File: config.mk
export PLATFORM = sky130hd
export DESIGN_NAME = spi_job_rx
export DESIGN_NICKNAME = d
export VERILOG_FILES = /design/src/rtl/shapool_pkg.sv /design/src/rtl/input_sync.sv /design/src/rtl/spi_job_rx.sv
export SDC_FILE = /design/constraint.sdc
export NUM_CORES = 1
export LEC_CHECK = 0
export ABC_AREA = 1
export ABC_CLOCK_PERIOD_IN_PS = 2750
export CAP_MARGIN = 5
export CORE_MARGIN = 2
export CORE_UTILIZATION = 50
export CTS_BUF_LIST = sky130_fd_sc_hd__clkbuf_8 sky130_fd_sc_hd__clkbuf_16
export DETAILED_ROUTE_END_ITERATION = 10
export PLACE_DENSITY = 0.75
export SYNTH_ARGS = -nofsm -noshare
export SYNTH_HDL_FRONTEND = slang
export SYNTH_HIERARCHICAL = 1
export SYNTH_SLANG_ARGS = --single-unit
export TNS_END_PERCENT = 20
File: constraint.sdc
create_clock -name clk_in -period 2.75 [get_ports clk_in]
set_input_delay 0.55 -clock clk_in [delete_from_list [all_inputs] [get_ports clk_in]]
set_output_delay 0.55 -clock clk_in [all_outputs]
set_load 0.1 [all_outputs]
File: src/rtl/shapool_pkg.sv
// Shared constants and the receiver state encoding for the SHA pool job path.
package shapool_pkg;
  localparam int JOB_WIDTH_DEFAULT = 352;
  localparam int MIDSTATE_WIDTH    = 256;
  localparam int MSG_TAIL_WIDTH    = 96;

  typedef enum logic [1:0] {
    IDLE   = 2'd0,
    SHIFT  = 2'd1,
    COMMIT = 2'd2
  } job_state_e;
endpackage

File: src/rtl/input_sync.sv
// Multi-stage synchronizer for one asynchronous pin, followed by a single edge register.
module input_sync #(
  parameter int   SYNC_STAGES = 2,
  parameter logic RESET_VALUE = 1'b0
) (
  input  logic clk_in,
  input  logic reset_in,
  input  logic async_in,
  output logic level,
  output logic rise,
  output logic fall
);
  logic [SYNC_STAGES-1:0] sync_q;
  logic                   prev_q;

  always_ff @(posedge clk_in) begin
    if (reset_in) begin
      sync_q <= {SYNC_STAGES{RESET_VALUE}};
      prev_q <= RESET_VALUE;
    end else begin
      sync_q <= {sync_q[SYNC_STAGES-2:0], async_in};
      prev_q <= sync_q[SYNC_STAGES-1];
    end
  end

  assign level = sync_q[SYNC_STAGES-1];
  assign rise  = level & ~prev_q;
  assign fall  = ~level & prev_q;
endmodule

File: src/rtl/spi_job_rx.sv
// SPI slave that shifts in one job frame per chip-select low period and offers it
// to the hashing pool through a valid/ready output register.
module spi_job_rx
  import shapool_pkg::*;
#(
  parameter int JOB_WIDTH   = JOB_WIDTH_DEFAULT,
  parameter int SYNC_STAGES = 2
) (
  input  logic                 clk_in,
  input  logic                 reset_in,
  input  logic                 sck_in,
  input  logic                 sdi_in,
  input  logic                 cs_n_in,
  output logic [JOB_WIDTH-1:0] job_data_out,
  output logic                 job_valid_out,
  input  logic                 job_ready_in,
  output logic                 busy_out,
  output logic                 error_out,
  output job_state_e           state_dbg
);
  localparam int             CW         = $clog2(JOB_WIDTH + 2);
  localparam logic [CW-1:0]  COUNT_FULL = CW'(JOB_WIDTH);
  localparam logic [CW-1:0]  COUNT_MAX  = CW'(JOB_WIDTH + 1);

  job_state_e             state, state_next;
  logic [CW-1:0]          count;
  logic [JOB_WIDTH-1:0]   shift_reg;
  logic [SYNC_STAGES:0]   flush_q;
  logic                   armed_q;
  logic                   start;

  logic sck_level, sck_rise, sck_fall;
  logic sdi_level, sdi_rise, sdi_fall;
  logic cs_level, cs_rise, cs_fall;
  logic unused_edges;

  input_sync #(.SYNC_STAGES(SYNC_STAGES), .RESET_VALUE(1'b0)) u_sck_sync (
    .clk_in(clk_in), .reset_in(reset_in), .async_in(sck_in),
    .level(sck_level), .rise(sck_rise), .fall(sck_fall)
  );
  input_sync #(.SYNC_STAGES(SYNC_STAGES), .RESET_VALUE(1'b0)) u_sdi_sync (
    .clk_in(clk_in), .reset_in(reset_in), .async_in(sdi_in),
    .level(sdi_level), .rise(sdi_rise), .fall(sdi_fall)
  );
  input_sync #(.SYNC_STAGES(SYNC_STAGES), .RESET_VALUE(1'b1)) u_cs_sync (
    .clk_in(clk_in), .reset_in(reset_in), .async_in(cs_n_in),
    .level(cs_level), .rise(cs_rise), .fall(cs_fall)
  );

  assign unused_edges = sck_level ^ sck_fall ^ sdi_rise ^ sdi_fall;

  // The cs synchronizer is preset high, so a reset taken mid-frame would show a
  // false cs_fall once the real low level arrives. Frames are accepted only after
  // the chain has flushed and cs_n has been seen high.
  assign start = (state == IDLE) && cs_fall && armed_q;

  always_comb begin
    state_next = state;
    case (state)
      IDLE:    if (start)   state_next = SHIFT;
      SHIFT:   if (cs_rise) state_next = COMMIT;
      COMMIT:               state_next = IDLE;
      default:              state_next = IDLE;
    endcase
  end

  // Handshake: job_data_out is stable while job_valid_out is high; a transfer
  // happens on any cycle with job_valid_out & job_ready_in, and valid drops on
  // the next cycle. A commit tests valid before that cycle's transfer.
  always_ff @(posedge clk_in) begin
    if (reset_in) begin
      state         <= IDLE;
      count         <= '0;
      shift_reg     <= '0;
      job_data_out  <= '0;
      job_valid_out <= 1'b0;
      error_out     <= 1'b0;
      flush_q       <= '0;
      armed_q       <= 1'b0;
    end else begin
      state   <= state_next;
      flush_q <= {flush_q[SYNC_STAGES-1:0], 1'b1};
      if (flush_q[SYNC_STAGES] && cs_level) armed_q <= 1'b1;
      if (job_valid_out && job_ready_in) job_valid_out <= 1'b0;
      case (state)
        IDLE: begin
          if (start) begin
            count     <= '0;
            shift_reg <= '0;
          end
        end
        SHIFT: begin
          if (sck_rise) begin
            shift_reg <= {shift_reg[JOB_WIDTH-2:0], sdi_level};
            if (count != COUNT_MAX) count <= count + 1'b1;
          end
        end
        COMMIT: begin
          if (count == COUNT_FULL && !job_valid_out) begin
            job_data_out  <= shift_reg;
            job_valid_out <= 1'b1;
          end else begin
            error_out <= 1'b1;
          end
        end
        default: ;
      endcase
    end
  end

  assign busy_out  = (state != IDLE);
  assign state_dbg = state;
endmodule

# == Yosys cells after proc, flatten, opt, wreduce, memory -nomap -nowiden ==
# Index checks and enable logic that the tools add are counted.
# classes
n_reduce_logical,14
add_sub_neg,1
n_mux,14
n_bitwise,7
eq_ne,8
# op_table
operator,n
$mux W352,2
$pmux W352 S2,1
$mux W9,3
$pmux W9 S2,1
$add A9 B1 Y9 const B,1
$eq A9 B9 Y1 const B,1
$ne A9 B9 Y1 const B,1
$ne A2 B2 Y1 const B,4
$reduce_and A2 Y1,3
$logic_and A1 B1 Y1,5
$mux W1,4
$mux W2,2
$not A1 Y1,4
$pmux W2 S2,1
$reduce_and A4 Y1,1
$reduce_bool A2 Y1,2
$and A1 B1 Y1,3
$reduce_and A3 Y1,1
$eq A2 B1 Y1 const B,1
$eq A2 B2 Y1 const B,1
$logic_not A2 Y1,1
$logic_not A1 Y1,1
# totals
inputBits,6
register_bits,729
elab_cells,58

# == Logic depth before layout (Yosys ltp) ==
# depth
word_depth,6
depth_mapped,12
depth_no_buf,11

# == Modules after synthesis ==
# Netlist, hierarchy kept.
# modules_own_cells
mod,n_inst,area_each_um2,cells_each,seq_area_each_um2
spi_job_rx,1,27626.5,3925,14433.8
input_sync at u_sck_sync ...,2,93.8,12,60.1
input_sync at u_cs_sync,1,97.6,13,60.1

# == Least setup slack after synthesis ==
# OpenSTA, ideal clock, no wires.
# synth_path
path_kind,reg-to-output
startpoint,reg state[0] (netlist: state_dbg[0])
endpoint,out busy_out
required_time_ns,2.200
setup_slack_ns,0.476
t_arrival_ns,1.724
path_stages_with_launch,3
cell_sequence,dfxtp_1 -> nor2_1 -> inv_1
# synth_between
elab_chain_cells,1
# synth_lines
item,line,text
start: declaration,spi_job_rx.sv:25,"job_state_e state, state_next;"
start signal: assignment,spi_job_rx.sv:81,state <= state_next;
$reduce_bool A2 Y1,spi_job_rx.sv:111,assign busy_out = (state != IDLE);
end: declaration,spi_job_rx.sv:17,"output logic busy_out,"
# Every way passes these cells.

# == Worst setup path in the final report ==
# layout_path
startpoint,reg state[1] (netlist: state_dbg[1])
endpoint,reg shift_reg[142]
# layout_between
elab_chain_cells,5
word_cells_on_any_way,9
cone_classes,eq/ne (3); mux (1); reduce/logical (5)
# layout_lines
item,line,text
$logic_not A2 Y1,"spi_job_rx.sv:55, spi_job_rx.sv:85",
$logic_and A1 B1 Y1 (2 in series),spi_job_rx.sv:55,assign start = (state == IDLE) && cs_fall && armed_q;
$ne A2 B2 Y1 (no line),-,
$reduce_and A3 Y1 (no line),-,
end signal: assignment,spi_job_rx.sv:94,"shift_reg <= {shift_reg[JOB_WIDTH-2:0], sdi_level};"
end: declaration,spi_job_rx.sv:27,logic [JOB_WIDTH-1:0] shift_reg;
# Parallel ways exist; a longest one is shown, timed or not.
# A chain may end at the register's enable or synchronous reset.

==> summary.txt <==
Floorplanning
  – Die Ht: 240 µm
  – Initial core utilization: 50.6%
  – Full die area: 0.0576 mm²
  – Core ar.: 0.0551 mm²
  – Die width: 240 µm
  – Row cnt: 86
  – I/O Pins: 363

Setup path
  – CP arrival: 2620 ps
  – Slowest CP cell: inv_8
  – CP Class: register to register
  – CP cell instances: inv_1 -> nand2_2 -> o21ai_4 -> inv_8 -> buf_4 -> a21oi_1 -> nor2_1
  – Slowest stage delay, CP: 600 ps
  – CP Max Fanout: 126
  – CP Launch Type: register
  – Setup crit end kind: register
  – CP required: 3270 ps

Clocking
  – Clock Path Buffers: 3
  – Post-CTS setup buffers: 0
  – CTS sink count: 729
  – Cts hold-fix bufs: 0
  – Post-CTS sizing: 0
  – Root Driver: clkbuf_16
  – Htree depth: 3
  – Clock-pin slew on the worst setup and hold paths: 60 ps
  – Worst skew pair latency: 600 ps
  – CTS buffer count: 75
  – CTS tree: done

Synthesis
  – Post-Syn Area per Cell: 7.05 µm²
  – Synthesized cell area: 0.0279 mm²
  – Synth Instances: 3954
  – Yosys warning total: 6
  – Post-Syn Nets: 3963

Routing
  – Initial drt markers: 1744
  – Vias: 24117
  – DR top layer: met4
  – Wire length on met1: 30.6 mm
  – Met2 routed WL: 29.9 mm
  – Via density: 4.84
  – Post-DRT Antenna Nets: 0
  – DR WL met3: 3.93 mm
  – DR pass1 iterations: 7
  – Drt wl/cell: 13.2 µm
  – Routed wire length: 65.7 mm
  – DR DRC count: 0

Place
  – GP Congestion: 0.781
  – Placed cell count: 4850
  – Final HPWL DP: 39.6 mm
  – Number of port buffers: 362
  – Placed cell area: 0.0312 mm²

Layout
  – Final net count: 4188
  – Layout cells sized above 1: 12.8%
  – Syn-to-layout area delta: 21.0%
  – Diodes inserted: 0
  – Finished Cell Area: 0.0337 mm²
  – Final design utilization: 61.2%
  – Final std cells w/o fill: 4979

Power and ir drop
  – Net switching power: 4430 µW
  – Pleak: 0.0179 µW
  – Power per Cell Area: 636 mW/mm²
  – Comb power frac: 1.9%
  – Net Sw Frac: 20.7%
  – Clock power share: 48.1%
  – Pint: 17000 µW
  – Sequential share of power: 50.0%
  – Max VDD drop: 0.534 mV

STA
  – Min Tclk post-route: 2090 ps
  – Worst Tran Pin Value: 858 ps
  – Slew HR: 42.8%
  – Max Slew Vio Count: 0
  – Final Hold Viols: 0
  – Skew final: 20.4 ps
  – Setup violators final: 0
  – Setup tns final: 0 ps
  – F_max: 478 MHz
  – RSZ-0062 raised after global routing: no
  – Fraction of the cycle the final worst path needs: 76.1%
  – WHS: 400 ps

Flow run
  – MaxCap Viol Count: 0

GRT
  – Largest net degree at the start of global routing: 191
  – Initial antenna violation count: 1
  – Remaining Overflow, GRT: 0
  – Vias in the first global route: 21333
  – GRT Total Usage: 22.0%
  – Global-route wire length before repair: 106 mm

Run status
  – Status: finished clean

Worst hold path
  – Hold/Removal Path Class: register to register
-- critical path, delay by kind of cell (launching register included) --
kind | cells | cell delay (ps)
AND/OR/NAND/NOR | 2 | 330
AO/OA/AOI/OAI | 2 | 220
buffers and inverters | 3 | 1100
flip-flops | 1 | 350
-- layer usage --
metal  up-vias  track usage [%]
li1      12544                -
met1     10925             30.5
met2       564             34.8
met3        84             4.12
met4         0             6.68
met5         -                0
-- layout by cell type, fill, tap and decap left out, types with 3 or more instances in the layout --
cell                n
dfxtp_1           729
buf_12             30
nor2_1           1083
ha_1                3
o21ai_0           360
nand2_1           737
inv_1             398
bufinv_16           5
clkbuf_16          79
clkdlybuf4s50_1     5
buf_4             387
a21oi_1           360
clkbuf_8           21
nand3_1             9
clkinv_2           12
inv_8               3
-- layout make-up --
class | count | area (µm²)
Fill cell | 5012 | 21400
Sequential cell | 729 | 14600
Multi-Input combinational cell | 2560 | 10600
Timing Repair Buffer | 422 | 3560
Clock buffer | 100 | 2270
Inverter | 391 | 1490
Tap cell | 748 | 936
Clock inverter | 29 | 265
-- stage by stage --
step,worst slack [ps],total power [µW]
2_1_floorplan,476,11200
3_3_place_gp,628,11300
3_5_place_dp,596,11300
4_1_cts,644,21600
5_1_grt,485,22100
6_report,656,21400
-- power by group through the flow --
stage | logic [µW] | clock network, µW | registers [µW]
after floorplan | 273 | 0 | 10900
after global placement | 402 | 0 | 10900
after detailed placement | 407 | 0 | 10900
after CTS | 408 | 10500 | 10700
after global routing | 454 | 11000 | 10700
final | 407 | 10300 | 10700
-- final timing paths --
check	from	to	slack (ps)	cells past startpoint
max reg2reg	state_dbg[1]$_SDFFE_PP0P_	shift_reg[142]$_SDFFE_PP0P_	660	7
max	state_dbg[1]$_SDFFE_PP0P_	shift_reg[142]$_SDFFE_PP0P_	660	7
min	flush_q[0]$_DFF_P_	flush_q[1]$_SDFF_PP0_	400	2
min reg2reg	flush_q[0]$_DFF_P_	flush_q[1]$_SDFF_PP0_	400	2
(Power assumes the default switching activity.)
